## src/rtl/lsu_mem_port.sv

```systemverilog
// MEM-stage load/store responder: runs one EX/MEM memory request as a req/ack bus transaction.
// Define LSU_MISALIGN_TRAP_EN to trap misaligned H/W accesses instead of issuing them on the bus.
module lsu_mem_port #(
  parameter int unsigned TIMEOUT_CYCLES = 255
) (
  input  logic        clk,
  input  logic        rst_n,
  input  logic        req_valid,
  input  logic        req_we,
  input  logic [31:0] req_addr,
  input  logic [31:0] req_wdata,
  input  logic [2:0]  req_funct3,
  output logic        lsu_stall,
  output logic [31:0] rdata_out,
  output logic        rdata_valid,
  output logic        bus_err,
  output logic        misalign_trap,
  output logic        bus_req,
  output logic        bus_we,
  output logic [31:0] bus_addr,
  output logic [31:0] bus_wdata,
  output logic [3:0]  bus_be,
  input  logic        bus_ack,
  input  logic [31:0] bus_rdata
);

  typedef enum logic [1:0] {S_IDLE, S_BUS, S_RESP} state_t;

  localparam logic [16:0] TO_LIMIT = 17'(TIMEOUT_CYCLES);

  state_t      state_q, state_d;
  logic [15:0] cnt_q, cnt_d;
  logic [1:0]  addr_lo_q, addr_lo_d;
  logic [2:0]  funct3_q, funct3_d;
  logic        bus_req_q, bus_req_d, bus_we_q, bus_we_d;
  logic [31:0] bus_addr_q, bus_addr_d, bus_wdata_q, bus_wdata_d;
  logic [3:0]  bus_be_q, bus_be_d;
  logic [31:0] rdata_q, rdata_d;
  logic        rvalid_q, rvalid_d, err_q, err_d, trap_q, trap_d;

  // Request decode: funct3[1:0] 00=B, 01=H, anything else is a word access.
  logic        is_b, is_h, trap_now;
  logic [3:0]  st_be;
  logic [31:0] st_wdata;
  logic [16:0] cnt_inc;

  assign is_b = (req_funct3[1:0] == 2'b00);
  assign is_h = (req_funct3[1:0] == 2'b01);

  always_comb begin
    st_be    = 4'b1111;
    st_wdata = req_wdata;
    if (is_b) begin
      st_be    = 4'b0001 << req_addr[1:0];
      st_wdata = {4{req_wdata[7:0]}};
    end else if (is_h) begin
      st_be    = req_addr[1] ? 4'b1100 : 4'b0011;
      st_wdata = {2{req_wdata[15:0]}};
    end
  end

`ifdef LSU_MISALIGN_TRAP_EN
  assign trap_now = (is_h & req_addr[0]) | (~is_b & ~is_h & (req_addr[1:0] != 2'b00));
`else
  assign trap_now = 1'b0;
`endif

  // Load lane selection and extension use the address/funct3 latched at accept time.
  logic [7:0]  ld_byte;
  logic [15:0] ld_half;
  logic [31:0] ld_data;

  always_comb begin
    ld_byte = bus_rdata[{addr_lo_q, 3'b000} +: 8];
    ld_half = addr_lo_q[1] ? bus_rdata[31:16] : bus_rdata[15:0];
    case (funct3_q[1:0])
      2'b00:   ld_data = {{24{~funct3_q[2] & ld_byte[7]}}, ld_byte};
      2'b01:   ld_data = {{16{~funct3_q[2] & ld_half[15]}}, ld_half};
      default: ld_data = bus_rdata;
    endcase
  end

  assign cnt_inc = {1'b0, cnt_q} + 17'd1;

  // NOTE: every signal written here gets a default first, so no path can infer a latch.
  always_comb begin
    state_d     = state_q;
    cnt_d       = cnt_q;
    addr_lo_d   = addr_lo_q;
    funct3_d    = funct3_q;
    bus_req_d   = bus_req_q;
    bus_we_d    = bus_we_q;
    bus_addr_d  = bus_addr_q;
    bus_wdata_d = bus_wdata_q;
    bus_be_d    = bus_be_q;
    rdata_d     = rdata_q;
    rvalid_d    = 1'b0;
    err_d       = 1'b0;
    trap_d      = 1'b0;
    case (state_q)
      S_IDLE: begin
        if (req_valid) begin
          addr_lo_d = req_addr[1:0];
          funct3_d  = req_funct3;
          if (trap_now) begin
            state_d  = S_RESP;
            rdata_d  = 32'd0;
            rvalid_d = 1'b1;
            trap_d   = 1'b1;
          end else begin
            state_d     = S_BUS;
            cnt_d       = 16'd0;
            bus_req_d   = 1'b1;
            bus_we_d    = req_we;
            bus_addr_d  = {req_addr[31:2], 2'b00};
            bus_wdata_d = st_wdata;
            bus_be_d    = req_we ? st_be : 4'b1111;
          end
        end
      end
      S_BUS: begin
        if (bus_req_q && bus_ack) begin
          state_d   = S_RESP;
          bus_req_d = 1'b0;
          bus_we_d  = 1'b0;
          rdata_d   = bus_we_q ? 32'd0 : ld_data;
          rvalid_d  = 1'b1;
        end else if (!bus_req_q) begin
          // Request was withdrawn on the limit edge; acks seen now are stale.
          state_d  = S_RESP;
          rdata_d  = 32'd0;
          rvalid_d = 1'b1;
          err_d    = 1'b1;
        end else begin
          cnt_d = cnt_inc[15:0];
          if (cnt_inc >= TO_LIMIT) begin
            bus_req_d = 1'b0;
            bus_we_d  = 1'b0;
          end
        end
      end
      S_RESP:  state_d = S_IDLE;
      default: state_d = S_IDLE;
    endcase
  end

  // NOTE: sequential state uses non-blocking assignments so all registers update together.
  always_ff @(posedge clk) begin
    if (!rst_n) begin
      state_q     <= S_IDLE;
      cnt_q       <= 16'd0;
      addr_lo_q   <= 2'b00;
      funct3_q    <= 3'b000;
      bus_req_q   <= 1'b0;
      bus_we_q    <= 1'b0;
      bus_addr_q  <= 32'd0;
      bus_wdata_q <= 32'd0;
      bus_be_q    <= 4'd0;
      rdata_q     <= 32'd0;
      rvalid_q    <= 1'b0;
      err_q       <= 1'b0;
      trap_q      <= 1'b0;
    end else begin
      state_q     <= state_d;
      cnt_q       <= cnt_d;
      addr_lo_q   <= addr_lo_d;
      funct3_q    <= funct3_d;
      bus_req_q   <= bus_req_d;
      bus_we_q    <= bus_we_d;
      bus_addr_q  <= bus_addr_d;
      bus_wdata_q <= bus_wdata_d;
      bus_be_q    <= bus_be_d;
      rdata_q     <= rdata_d;
      rvalid_q    <= rvalid_d;
      err_q       <= err_d;
      trap_q      <= trap_d;
    end
  end

  assign lsu_stall     = rst_n & (((state_q == S_IDLE) & req_valid) | (state_q == S_BUS));
  assign rdata_out     = rdata_q;
  assign rdata_valid   = rvalid_q;
  assign bus_err       = err_q;
  assign misalign_trap = trap_q;
  assign bus_req       = bus_req_q;
  assign bus_we        = bus_we_q;
  assign bus_addr      = bus_addr_q;
  assign bus_wdata     = bus_wdata_q;
  assign bus_be        = bus_be_q;

endmodule

```

## config.mk

```make
export PLATFORM = sky130hd
export DESIGN_NAME = lsu_mem_port
export DESIGN_NICKNAME = d
export VERILOG_FILES = /design/src/rtl/lsu_mem_port.sv
export SDC_FILE = /design/constraint.sdc
export NUM_CORES = 1
export LEC_CHECK = 0
export CORE_MARGIN = 2
export CORE_UTILIZATION = 40
export DETAILED_ROUTE_END_ITERATION = 8
export HOLD_SLACK_MARGIN = 0.03
export PLACE_DENSITY_LB_ADDON = 0.08
export SYNTH_ARGS = -nofsm -noshare
export SYNTH_HDL_FRONTEND = slang
export SYNTH_SLANG_ARGS = --single-unit
export TNS_END_PERCENT = 100
```

## constraint.sdc

```tcl
create_clock -name clk -period 1.8 [get_ports clk]
set_input_delay 0.54 -clock clk [delete_from_list [all_inputs] [get_ports clk]]
set_output_delay 0.54 -clock clk [all_outputs]
set_load 0.005 [all_outputs]
```

==> run_results.csv <==
group,metric,value,unit
outcome,status,"finished with violations",
outcome,violations,"setup timing",
sta,setup_viol,1,
floorplan,die_x,123,um
yosys,synth_top_area_cell,"dfxtp_1",
worst_setup_path,startpoint_type,"flop",
power,worst_ir_drop_vdd,664,uV
worst_setup_path,rr_startpoint,"cnt_q[1]",
sta,timing.final.ws_setup,-0.0391,ns
cells_and_area,fill_cells,1183,
grt,grt_start_max_net_pins,54,
cts,clk_pin_slew,0.06,ns
worst_setup_path,max_stage_delay,0.36,ns
cts,clock-sinks,125,
cells_and_area,finalNetCount,1101,
floorplan,core,0.0139,mm2
route,antenna_left,0,
cts,cts_buffers,17,
sta,fin_skew,0.00612,ns
sta,finalWorstPathRequiredPeriod,1.84,ns
worst_setup_path,reg2reg_slack,-0.04,ns
cells_and_area,final_core_util,67.7,%
grt,overflow,0,
worst_setup_path,r2r_end,"bus_we",
yosys,syn-cell-area,0.00570,mm2
route,wl,19300,um
worst_setup_path,endpoint_kind,"flop",
placed_design,gp_routability_congestion,0.842,
worst_setup_path,r2r_cells,8,
cells_and_area,instances_no_fill,1189,
cells_and_area,final_cell_mix,"nand2_1, dfxtp_1, clkdlybuf4s50_1",
route,remaining_drc_errors,0,
hold_path,min_to,"rdata_out[15]",
sta,worst-slew-pin-transition,1.15,ns
grt,antenna_found_initial,0,
cts,cts_buffer_depth,2,
worst_setup_path,critPathRequiredTime,2.15,ns
yosys,syn_avg_cell_area,7.69,um2
cts,htree_num_levels,4,
placed_design,dp_hpwl,13600,um
power,power,8.20,mW
cts,cts_tree,"yes",
yosys,yosysWarnings,0,
grt,grt_pass1_wl,29200,um
yosys,yosysUniqueCellTypes,50,
floorplan,rows,43,
yosys,synth_top_flop_cell,"dfxtp_1",
yosys,synth_cells,741,
sta,relSlewSlack,23.2,%
sta,fin_crit_sh,102,%
yosys,synth-seq-area-share,43.9,%
yosys,ys_async_sr_fraction,0,%
hold_path,min_from,"rdata_out[15]",
sta,hold_violations,0,
sta,drv_slew,0,
cts,cts-root-buf,"clkbuf_16",
floorplan,initial_core_util,41.0,%
cells_and_area,syn_to_final_growth,65.0,%
run,maxCapViolCount,0,
route,viasPerCell,5.24,
floorplan,dieArea,0.0152,mm2
placed_design,io_buffers,206,
floorplan,die_h,123,um
placed_design,placedCellCount,1151,
route,first_pass_iters,5,
hold_path,holdPathStages,2,
floorplan,pin_count,210,
cts,hold_buffers,0,
worst_setup_path,cp_cell_sequence,"ha_4, buf_4, and3_2, a31oi_1, o21ba_2, a221oi_4, nand3_2, a21oi_2",
hold_path,hp-class,"flop to flop",
route,num_vias,6232,
worst_setup_path,path_max_fanout,4,
cells_and_area,drive_gt1_share,18.2,%
yosys,yosysTopAreaCellShare,43.9,%
worst_setup_path,slowest_stage,"dfxtp_4",
cts,clk_latency,0.42,ns
sta,rsz0062_at_grt,"true",
power,p_leak,4.31,nW
yosys,synth_edf_count,0,
worst_setup_path,arrival,2.19,ns
route,first_iter_violations,407,
power,powerDensity,873,mW/mm2
yosys,ys_seq_elements,125,
worst_setup_path,worstSetupPathType,"flop to flop",
yosys,yosys-top-cells-area,"dfxtp_1, nand2_1, a21oi_1",
grt,grt_pass1_vias,5993,
route,wl_per_cell,16.2,um
cells_and_area,layout_commonest_cell,"nand2_1",
grt,grt_usage,24.5,%
sta,fmax,544,MHz
==> power by group <==
group,switching [mW],total (mW),internal [mW]
clock network,1.32,3.97,2.65
logic,0.606,1.25,0.647
registers,0.0783,2.98,2.91
==> how the worst max path moves through the flow <==
stage | from | end | slack, ns | depth (start not counted)
finish | cnt_q[1] | bus_we | -0.04 | 8
global route | cnt_q[8] | bus_we | -0.11 | 7
CTS | state_q[0] | lsu_stall | -0.1 | 4
detailed placement | rst_n | lsu_stall | -0.65 | 4
global placement | rst_n | lsu_stall | -0.62 | 4
floorplan | cnt_q[11] | bus_we | 0.009 | 7
==> timing repair <==
action,4_1_cts,5_1_grt
endpoints found under the setup margin,154,45
pin swaps,10,17
resized for setup,113,58
buffers inserted,2,3
==> layer usage <==
metal  up-vias  GRT usage (%)  routed length, um
met5         -              0                  0
met4         0           8.95                331
li1       3064              -                  -
met3        26           8.44               1690
met2       232           40.9               9410
met1      2910           29.2               7830
==> critical path, delay by kind of cell (launching register included) <==
family                   cells  cell delay (ns)
AO/OA/AOI/OAI                4             0.74
adder cells (fa/ha/maj)      1             0.17
buffers and inverters        1             0.14
flip-flops                   1             0.36
AND/OR/NAND/NOR              2             0.37
==> Yosys cell counts, drive strengths merged (3+ instances only) <==
cell and number:
nor3b 3, a221oi 8, o221ai 7, nand3 8
nor3 7, dfxtp 125, a21o 16, clkbuf 53
a21oi 86, nor2 79, buf 9, a311oi 12
a211oi 9, nor4 6, nand2b 4, nand2 164
xor2 6, mux2i 21, a22oi 21, a31oi 9
nand4 6, inv 20, o21ai 37
==> stage by stage <==
stage / setup WS, ns / setup TNS (ns) / hold slack (ns) / instance area [um2]
CTS: -0.0979 / -0.169 / 0.454 / 9170
global placement: -0.623 / -42.84 / 0.441 / 8500
finish: -0.0391 / -0.0391 / 0.453 / 9400
detailed placement: -0.648 / -47.55 / 0.445 / 8500
floorplan: 0.00940 / 0 / 0.448 / 5740
global route: -0.106 / -0.209 / 0.476 / 9400
==> kinds of logic after synthesis <==
| kind of cell | share of synthesized area (%) |
|---|---|
| DFF | 43.9 |
| adders and majority gates | 0.439 |
| and+or+nand+nor | 21.6 |
| muxes | 3.89 |
| AOI/OAI and AO/OA | 23.3 |
| xor gates and xnor gates | 1.08 |
| other | 0.0658 |
| buffers and inverters | 5.69 |
==> sequential cells by signal (all words and copies together), names as in the netlist, 2 cells and up <==
name / count
state_q: 2
bus_wdata: 32
bus_addr: 30
addr_lo_q: 2
funct3_q: 3
rdata_out: 32
bus_be: 4
cnt_q: 16
==> final cells by class <==
type	instances	area, um2	share of cell area (%)
inverters	20	76.3	0.812
repair buffers	295	2810	29.9
clock inverters	13	236	2.52
clock buffers	19	443	4.71
diodes	1	2.50	0.0266
flip-flops and latches	125	2530	27.0
multi-input cells	536	3070	32.7
well taps	180	225	2.40
Power figures use the tool's default switching activity.
